`src/rtl/tc_result_drain.sv`:
```
// Buffers DEPTH whole 4x4 fp16 tiles; a tile written at edge N presents row 0 from N+1, one 64-bit row per handshake.
// Backpressure: rows hold while row_ready=0; a tile arriving while full with no same-cycle pop is dropped and counted.
module tc_result_drain #(
  parameter int DEPTH = 2
) (
  input  logic                       clk,
  input  logic                       rst,
  input  logic                       in_valid,
  input  logic [0:3][0:3][15:0]      d,
  output logic                       row_valid,
  input  logic                       row_ready,
  output logic [63:0]                row_data,
  output logic [1:0]                 row_idx,
  output logic                       row_last,
  output logic [$clog2(DEPTH):0]     occupancy,
  output logic                       overflow,
  output logic [7:0]                 drop_count
);

  localparam int AW = $clog2(DEPTH);

  typedef logic [0:3][0:3][15:0] tile_t;

  tile_t           mem [DEPTH];
  tile_t           head;
  logic [AW-1:0]   wr_ptr;
  logic [AW-1:0]   rd_ptr;
  logic            full;
  logic            hs;
  logic            pop;
  logic            push;
  logic            drop;

  assign full      = (occupancy == (AW+1)'(DEPTH));
  assign row_valid = (occupancy != '0);
  assign hs        = row_valid & row_ready;
  assign pop       = hs & (row_idx == 2'd3);
  // A final-row pop frees the head slot this same edge, so a full buffer can still accept.
  assign push      = in_valid & (~full | pop);
  assign drop      = in_valid & full & ~pop;

  assign head      = mem[rd_ptr];
  assign row_data  = {head[row_idx][3], head[row_idx][2], head[row_idx][1], head[row_idx][0]};
  assign row_last  = (row_idx == 2'd3) & ~rst;

  // Storage is left unreset; row_valid keeps stale entries from ever being presented.
  always_ff @(posedge clk) begin
    if (push && !rst) begin
      mem[wr_ptr] <= d;
    end
  end

  always_ff @(posedge clk) begin
    if (rst) begin
      wr_ptr     <= '0;
      rd_ptr     <= '0;
      row_idx    <= 2'd0;
      occupancy  <= '0;
      overflow   <= 1'b0;
      drop_count <= 8'd0;
    end else begin
      if (push) begin
        wr_ptr <= wr_ptr + 1'b1;
      end
      if (pop) begin
        rd_ptr <= rd_ptr + 1'b1;
      end
      if (hs) begin
        row_idx <= row_idx + 2'd1;
      end
      if (push && !pop) begin
        occupancy <= occupancy + 1'b1;
      end else if (pop && !push) begin
        occupancy <= occupancy - 1'b1;
      end
      if (drop) begin
        overflow <= 1'b1;
        if (drop_count != 8'hff) begin
          drop_count <= drop_count + 8'd1;
        end
      end
    end
  end

endmodule

```
`config.mk`:
```
export PLATFORM = sky130hd
export DESIGN_NAME = tc_result_drain
export DESIGN_NICKNAME = d
export VERILOG_FILES = /design/src/rtl/tc_result_drain.sv
export SDC_FILE = /design/constraint.sdc
export NUM_CORES = 1
export LEC_CHECK = 0
export BUFFER_PORTS_ARGS = -buffer_cell sky130_fd_sc_hd__buf_2
export CORE_MARGIN = 8
export CORE_UTILIZATION = 43
export DETAILED_ROUTE_END_ITERATION = 12
export MAX_ROUTING_LAYER = met4
export PLACE_DENSITY_LB_ADDON = 0.12
export SYNTH_ARGS = -nofsm -noshare
export SYNTH_HDL_FRONTEND = slang
export SYNTH_SLANG_ARGS = --single-unit
```
`constraint.sdc`:
```
create_clock -name clk -period 44.1 [get_ports clk]
set_input_delay 4.41 -clock clk [delete_from_list [all_inputs] [get_ports clk]]
set_output_delay 4.41 -clock clk [all_outputs]
set_load 0.1 [all_outputs]
```
==> flow_metrics.tcl, run 1 <==
set metrics [dict create \
    grt_pass1_vias 10480 \
    netlist_area_um2 19910 \
    crit_fanout 19 \
    min_period_ns 9.614 \
    reg2reg_from "row_idx[1]" \
    p_seq_share_pct 48.9 \
    drt_pass1_iterations 4 \
    drt-vias-per-instance 5.092 \
    cap_violations 0 \
    fin_area_um2 24070 \
    status "completed" \
    start_util_pct 43.12 \
    ys_seq_area_share_pct 78.85 \
    vias 9486 \
    synthToLayoutAreaGrowth_pct 20.92 \
    cp_slowest_cell "buf_2" \
    path_class "in -> out" \
    combPwrFrac_pct 15.1 \
    ant_nets 0 \
    clk_path_buf_depth 3 \
    clkSinkCount 528 \
    cpMostUsedCell "buf_2" \
    crit_arrival_ns 5.20 \
    drive_above_1_share_pct 50.49 \
    fillers 3680 \
    drc 0 \
    r2r_slack_ns 39.67 \
    synth_area_per_cell_um2 24.07 \
    grt_max_degree 141 \
    rsz0062_at_grt "false" \
    postCtsSetupRepairBufs 0 \
    dieArea_um2 53430 \
    worstSetupEndpoint "row_last" \
    irDropWorstVdd_uv 34.67 \
    synth_ff_type "edfxtp_1" \
    slew_headroom_pct 33.66 \
    cts_resized 0 \
    critPathLaunchType "input port" \
    p_sw_uw 320.4 \
    dr.first_iter.drc_count 597 \
    synth_cells 827 \
    ioPinCount 339 \
    synthArstFlopShare_pct 0 \
    fmax_mhz 104.0 \
    yosys_register_bits 528 \
    cp_slowest_stage_delay_ns 0.44 \
    cts_tree "yes" \
    holdBufCountCts 0 \
    synthDistinctLibCells 36 \
    worstSetupStartpoint "rst" \
    core_um2 46160 \
    root_buffer "clkbuf_16" \
    synthesis.nets 1090 \
    port_buffers 338 \
    final-max-slew-violation-count 0 \
    setup_viol 0 \
    critPathRequiredTime_ns 39.69 \
    cts_buffers 54 \
    finalSetupTns_ns 0 \
    p_int_uw 886.1 \
    yosysWarningCount 0 \
    p_per_area_nw_per_um2 50.13 \
    wl_mm 42.55 \
    cp-end-kind "output port" \
    antenna_found_initial 20 \
    synth_area_leader_cell "edfxtp_1" \
    fin_crit_sh_pct 21.80 \
    final_nets 1456 \
    hpwl_mm 27.39 \
    tightestPinTransition_ns 0.9951 \
    gp_congestion 0.7331 \
    hold_class "reg -> reg" \
    report.final.hold_viol_count 0 \
    rows 79 \
    crit_chain "buf_2 > nor2b_1 > buf_2" \
    grt_pass1_wl_mm 63.83 \
    die_w_um 231.2 \
    clkPwrFrac_pct 36.0 \
    synth_edf_count 512 \
    globalRouteOverflowTotal 0 \
    reg2reg_to "mem[1][255]" \
    clk_pin_slew_ns 0.06 \
    insertion_delay_ns 0.59 \
    p_leak_nw 8.097 \
    die_h_um 231.2 \
    ys_top_cells_by_area "edfxtp_1, mux4_2, mux2_2" \
    skew_ns 0.01006 \
    wl_per_cell_um 22.84 \
    place_area_um2 22320 \
    grt_use_total_pct 16.25 \
    synth_top_area_share_pct 77.24 \
    rr_worst_depth 7 \
    switching_share_pct 26.56 \
    htreeDepth 2 \
]
-- how the worst min path moves through the flow --
| stage | start | end | slack (ns) | cells past startpoint |
|---|---|---|---|---|
| 2_1_floorplan | rd_ptr | register | 0.47 | 2 |
| 3_5_place_dp | overflow | overflow | 0.46 | 2 |
| 3_3_place_gp | overflow | overflow | 0.44 | 2 |
| 6_report | overflow | overflow | 0.47 | 2 |
| 4_1_cts | overflow | overflow | 0.48 | 2 |
| 5_1_grt | overflow | overflow | 0.51 | 2 |
-- routing by layer --
| metal | up-vias | GRT usage (%) | share of wire [%] |
|---|---|---|---|
| met4 | 0 | 4.138 | 1.7 |
| met5 | - | - | 0 |
| met2 | 256 | 25.70 | 49 |
| met1 | 4863 | 19.89 | 42 |
| met3 | 50 | 5.820 | 7.7 |
| li1 | 4317 | - | - |
-- cells in the final DEF, fill, tap and decap left out, types with 2 or more instances in the layout --
cell type / n
edfxtp_1: 512
buf_2: 338
mux4_2: 128
mux2_2: 64
clkbuf_16: 57
diode_2: 24
clkinv_1: 13
dfxtp_1: 13
nor2_1: 10
clkbuf_1: 10
a21oi_1: 9
buf_4: 9
clkinv_2: 7
xor2_1: 5
nand2_1: 4
o21ai_0: 4
o31ai_1: 3
nand3_1: 3
or3_1: 3
ha_1: 3
dfxtp_4: 3
clkbuf_8: 3
bufinv_16: 3
nor2b_1: 2
inv_1: 2
and4_1: 2
or4_1: 2
clkinvlp_4: 2
buf_12: 2
-- kinds of logic (layout without fill, tap and decap cells) --
group                    Yosys count  count (layout)  share of synthesized area [%]
XOR/XNOR                           5               5                         0.2200
AO/OA/AOI/OAI                     19              19                         0.5657
multiplexers                     193             193                          18.15
adder cells (fa/ha/maj)            3               3                         0.1886
buffers and inverters             41             446                         0.8926
AND/OR/NAND/NOR                   38              38                          1.131
flip-flops                       528             528                          78.85
other                              0              24                              0
-- synth_stat cells (all sizes together) (2+ instances only) --
library cell and n:
a21oi 9, nor2b 2, mux4 128, and2 2, o21ai 4, and4 2
nor3b 2, clkbuf 16, inv 2, xor2 5, edfxtp 512, o31ai 3
buf 23, nor2 10, ha 3, mux2 64, or4 2, nand2 4
dfxtp 16, nand3 3, or3 3
-- through the flow --
step | power (mW) | worst slack (ns) | std cells | hold WS, ns | utilization [%]
floorplan | 0.7573 | 19.63 | 827 | 0.4725 | -
global placement | 0.7834 | 34.48 | 1744 | 0.4446 | 48.34
detailed placement | 0.7854 | 34.48 | 1744 | 0.4625 | 48.34
CTS | 1.223 | 34.48 | 1839 | 0.4769 | 52.01
global route | 1.251 | 34.42 | 1859 | 0.5096 | 52.12
finish | 1.207 | 34.49 | 1863 | 0.4685 | 52.14
-- layout make-up --
class                   instances  area [um2]  area share (%)
repair buffers                349        1799           7.475
clock buffers                  70        1505           6.254
inverters                       2       7.507         0.03119
multi-input cells             258        4043           16.80
clock inverters                25       188.9          0.7849
diodes                         24       60.06          0.2495
flip-flops and latches        528       15710           65.25
well taps                     607       759.5           3.155
-- state kept, by name, summed over array words and instances (netlist names), named ones only --
| register | cells |
|---|---|
| wr_ptr | 1 |
| occupancy | 2 |
| overflow | 1 |
| drop_count | 8 |
| rd_ptr | 1 |
| row_idx | 2 |
| mem | 512 |
-- power by group through the flow --
stage	clock network (mW)	logic [mW]	registers [mW]
detailed placement	0	0.184	0.601
global route	0.467	0.191	0.593
global placement	0	0.184	0.600
floorplan	0	0.137	0.621
finish	0.434	0.182	0.590
CTS	0.448	0.185	0.591
-- worst max-delay path, delay by kind of cell --
kind	cells	cell delay [ns]
buffers and inverters	2	0.66
and+or+nand+nor	1	0.13
(Power assumes the default switching activity.)
==> run 2: changes to the inputs <==
==> constraint.sdc (replaced) <==
create_clock -name clk -period 8.6 [get_ports clk]
set_input_delay 0.86 -clock clk [delete_from_list [all_inputs] [get_ports clk]]
set_output_delay 0.86 -clock clk [all_outputs]
set_load 0.1 [all_outputs]
==> run 2 against run 1 <==
  * Sequential cell count did not move
  * Register-to-register slack got worse by 35 ns
  * Wire length is 0.18% lower
  * Sequential share of layout area rose by 0.29 points
  * Clock power grew to 4.9 times the previous value
  * Power grew to 5.0 times the previous value
  * First-iteration DRC count grew 12%
  * Largest power group unchanged
==> flow_metrics.tcl, run 2 (synthesis results as in run 1) <==
set metrics [dict create \
    fmax_mhz 224.1 \
    setup_viol 0 \
    dieArea_um2 53430 \
    regMostFlops "mem" \
    reg_top3 "mem x512, drop_count x8" \
    report.final.hold_viol_count 0 \
    hpwl_mm 27.52 \
    slew_headroom_pct 26.03 \
    gp_congestion 0.7373 \
    final-max-slew-violation-count 0 \
    die_h_um 231.2 \
    start_util_pct 43.12 \
    cts_buffers 54 \
    postCtsSetupRepairBufs 0 \
    post-route-util_pct 51.91 \
    p_per_area_nw_per_um2 254.1 \
    dpl_worst_slack_ns 4.579 \
    setup_slack_ns 4.137 \
    clk_path_buf_depth 3 \
    vias 9416 \
    multi_input_area_um2 4055 \
    rows 79 \
    clk_pin_slew_ns 0.06 \
    place_area_um2 22330 \
    globalRouteOverflowTotal 0 \
    hold_slack_ns 0.4573 \
    ant_nets 0 \
    drive_above_1_share_pct 49.96 \
    min_period_ns 4.463 \
    fin_area_um2 23960 \
    die_w_um 231.2 \
    status "completed" \
    port_buffers 338 \
    antenna_found_initial 17 \
    grt_use_total_pct 16.29 \
    core_um2 46160 \
    critPathRequiredTime_ns 7.74 \
    wl_per_cell_um 22.92 \
    combPwrFrac_pct 15.2 \
    drt-vias-per-instance 5.081 \
    skew_ns 0.009948 \
    insertion_delay_ns 0.59 \
    wl_mm 42.47 \
    final_nets 1456 \
    clkSinkCount 528 \
    largest_reg_flops 512 \
    drc 0 \
    cts_tree "yes" \
    grt_pass1_vias 10430 \
    drt_pass1_iterations 6 \
    grt_max_degree 146 \
    cts_resized 0 \
    switching_share_pct 26.72 \
    crit_arrival_ns 3.60 \
    p_seq_share_pct 49.8 \
    ioPinCount 339 \
    synthToLayoutAreaGrowth_pct 20.38 \
    dr.first_iter.drc_count 671 \
    tightestPinTransition_ns 1.110 \
    crit_fanout 46 \
    register_area_um2 15710 \
    p_int_mw 4.462 \
    p_sw_mw 1.627 \
    cp-end-kind "output port" \
    final_common_cell "edfxtp_1" \
    critPathLaunchType "register" \
    htreeDepth 2 \
    fillers 3737 \
    rsz0062_at_grt "false" \
    holdBufCountCts 0 \
    cap_violations 0 \
    dp.cells 1744 \
    clkPwrFrac_pct 35.0 \
    path_class "reg -> out" \
    irDropWorstVdd_uv 243.8 \
    root_buffer "clkbuf_16" \
    fin_crit_sh_pct 51.90 \
    grt_pass1_wl_mm 64.18 \
    p_leak_nw 8.053 \
    mostFrequentLayoutCells "edfxtp_1, buf_2, mux4_2, mux2_2, clkbuf_16" \
    hold_class "in -> reg" \
    fin_cells 1853 \
]
-- run 2: worst paths after layout --
check | startpoint | cells past startpoint | slack, ns | end
max | register | 4 | 4.14 | row_data[30]
min | d[142] | 1 | 0.46 | mem[1][142]
max reg2reg | row_idx[0] | 6 | 4.88 | mem[1][214]
min reg2reg | overflow | 2 | 0.47 | overflow
-- run 2: power groups by stage --
stage / registers [mW] / clock network (mW) / logic, mW
floorplan: 3.12 / 0 / 0.702
global placement: 3.08 / 0 / 0.939
detailed placement: 3.09 / 0 / 0.942
CTS: 3.03 / 2.20 / 0.944
global route: 3.05 / 2.29 / 0.975
finish: 3.03 / 2.13 / 0.927
-- run 2: layer usage --
layer | up-vias | share of wire [%] | global-route usage [%]
li1 | 4295 | - | -
met1 | 4829 | 40 | 19.71
met2 | 243 | 51 | 26.19
met3 | 49 | 7.3 | 5.514
met4 | 0 | 1.7 | 4.296
met5 | - | 0 | -
-- run 2: cell type report --
class                      count  area share, %
tap                          607          3.170
clock buffer                  75          6.235
timing repair buffer         349          7.509
antenna                       17         0.1775
inverter                       2        0.03133
sequential                   528          65.55
clock inverter                17         0.4073
multi-input combinational    258          16.92
-- run 2: worst max-delay path: stages, from the launching register on --
cell and delay [ns]:
dfxtp_4 0.87, buf_4 0.83, mux4_2 0.65, mux2_2 0.28, buf_2 0.29
-- run 2: metrics by stage --
step	total power, mW	setup TNS [ns]
6_report	6.089	0
3_5_place_dp	4.031	0
3_3_place_gp	4.022	0
4_1_cts	6.181	0
2_1_floorplan	3.818	-11.38
5_1_grt	6.313	0
==> run 3: changes to the inputs <==
==> constraint.sdc (replaced) <==
create_clock -name clk -period 4.2 [get_ports clk]
set_input_delay 0.42 -clock clk [delete_from_list [all_inputs] [get_ports clk]]
set_output_delay 0.42 -clock clk [all_outputs]
set_load 0.1 [all_outputs]
==> run 3 against run 2 <==
  * Critical path depth stayed put
  * Global-route usage increased by 0.87 points
  * Combinational power grew 130%
  * Sequential power is 100% higher
  * Non-clock buffer count rose by 226
  * Clock skew is 0.0085 ns higher
  * Wire length increased by 5.0%
  * Sequential share of layout area is 6.0 points lower
  * Register-to-register slack worse by 3.4 ns
  * Critical endpoint is now row_data[7]
  * Largest power group unchanged
  * Highest routed layer unchanged
==> flow_metrics.tcl, run 3 (synthesis results as in run 1) <==
set metrics [dict create \
    status "completed" \
    wl_per_cell_um 21.43 \
    clk_pin_slew_ns 0.06 \
    start_util_pct 43.12 \
    reg_top3 "mem x512, drop_count x8" \
    min_period_ns 3.359 \
    clk_path_buf_depth 3 \
    finalSetupTns_ns 0 \
    grt_use_total_pct 17.17 \
    p_per_area_nw_per_um2 485.3 \
    drt_pass1_iterations 4 \
    setup_viol 0 \
    crit_arrival_ns 2.94 \
    cts_tree "yes" \
    ant_nets 0 \
    tightestPinTransition_ns 0.7928 \
    insertion_delay_ns 0.59 \
    final_nets 1682 \
    critPathRequiredTime_ns 3.78 \
    ioPinCount 339 \
    irDropWorstVdd_uv 304.9 \
    dr.first_iter.drc_count 597 \
    die_w_um 231.2 \
    synthToLayoutAreaGrowth_pct 32.55 \
    cp-end-kind "output port" \
    globalRouteOverflowTotal 0 \
    p_leak_nw 9.069 \
    gp_congestion 0.7601 \
    wl_mm 44.61 \
    skew_ns 0.01840 \
    final_common_cell "edfxtp_1" \
    cts_resized 0 \
    grt_max_degree 115 \
    largest_reg_flops 512 \
    drive_above_1_share_pct 43.59 \
    hold_slack_ns 0.04412 \
    die_h_um 231.2 \
    cts_buffers 54 \
    path_class "reg -> out" \
    core_um2 46160 \
    multi_input_area_um2 4079 \
    port_buffers 338 \
    slew_headroom_pct 47.03 \
    rsz0062_at_grt "false" \
    drc 0 \
    htreeDepth 2 \
    dieArea_um2 53430 \
    critPathLaunchType "register" \
    crit_fanout 27 \
    mostFrequentLayoutCells "edfxtp_1, buf_2, dlygate4sd3_1, mux4_2, mux2_2" \
    clkSinkCount 528 \
    hpwl_mm 28.80 \
    root_buffer "clkbuf_16" \
    rows 79 \
    vias 10390 \
    final-max-slew-violation-count 0 \
    regMostFlops "mem" \
    register_area_um2 15710 \
    antenna_found_initial 15 \
    fin_crit_sh_pct 79.98 \
    grt_pass1_wl_mm 68.57 \
    fmax_mhz 297.7 \
    report.final.hold_viol_count 0 \
    hold_class "in -> reg" \
    cap_violations 0 \
    fillers 3512 \
    grt_pass1_vias 11630 \
    drt-vias-per-instance 4.991 \
]
-- run 3: changes by cell type in the layout (fill, tap and decap cells not counted), sizes merged --
cell	change
bufinv	+3
inv	+1
clkinvlp	+1
clkinv	+5
clkbuf	-6
dlygate4sd3	+214
buf	+12
diode	-1
-- run 3: worst max-delay path: stages (launching register included) --
cell and delay (ns):
dfxtp_4 0.75, buf_4 0.46, mux4_2 0.56, mux2_2 0.29, buf_2 0.29
-- run 3: layer usage --
| metal | GRT usage (%) | up-vias | wire length [um] |
|---|---|---|---|
| li1 | - | 4744 | - |
| met1 | 21.12 | 5286 | 18680 |
| met2 | 28.17 | 286 | 22490 |
| met3 | 3.802 | 75 | 2315 |
| met4 | 5.682 | 0 | 1129 |
| met5 | - | - | 0 |
-- run 3: worst paths after layout --
path,start,depth (start not counted),end,slack [ns]
min reg2reg,overflow,2,overflow,0.47
min,d[252],1,mem[1][252],0.04
max,register,4,row_data[7],0.84
max reg2reg,row_idx[1],6,mem[0][61],1.49
-- run 3: timing repair --
item                      in CTS  in global routing
buffers inserted               0                  0
hold buffers                 214                  0
hold endpoints to repair     423                  0
-- run 3: layout make-up --
type	count	area share (%)
Clock buffer	69	5.416
Clock inverter	27	0.8583
Inverter	2	0.02845
Sequential cell	528	59.55
Timing Repair Buffer	575	15.66
Antenna cell	16	0.1518
Tap cell	607	2.879
Multi-Input combinational cell	258	15.46
-- run 3: stage by stage --
stage	setup WS (ns)	cells	utilization [%]	total power, mW	instance area, um2
2_1_floorplan	-3.676	827	-	7.823	19960
3_3_place_gp	1.379	1756	48.84	8.257	22550
3_5_place_dp	1.353	1756	48.84	8.277	22550
4_1_cts	0.7164	2066	57.07	12.98	26340
5_1_grt	0.6238	2081	57.15	13.27	26380
6_report	0.8407	2082	57.16	12.80	26380
-- run 3: where the power goes --
group          leakage (nW)  switching [mW]  internal (mW)
clock                 0.810            1.87           2.63
combinational          3.44            1.44          0.661
sequential             4.82          0.0980           6.11
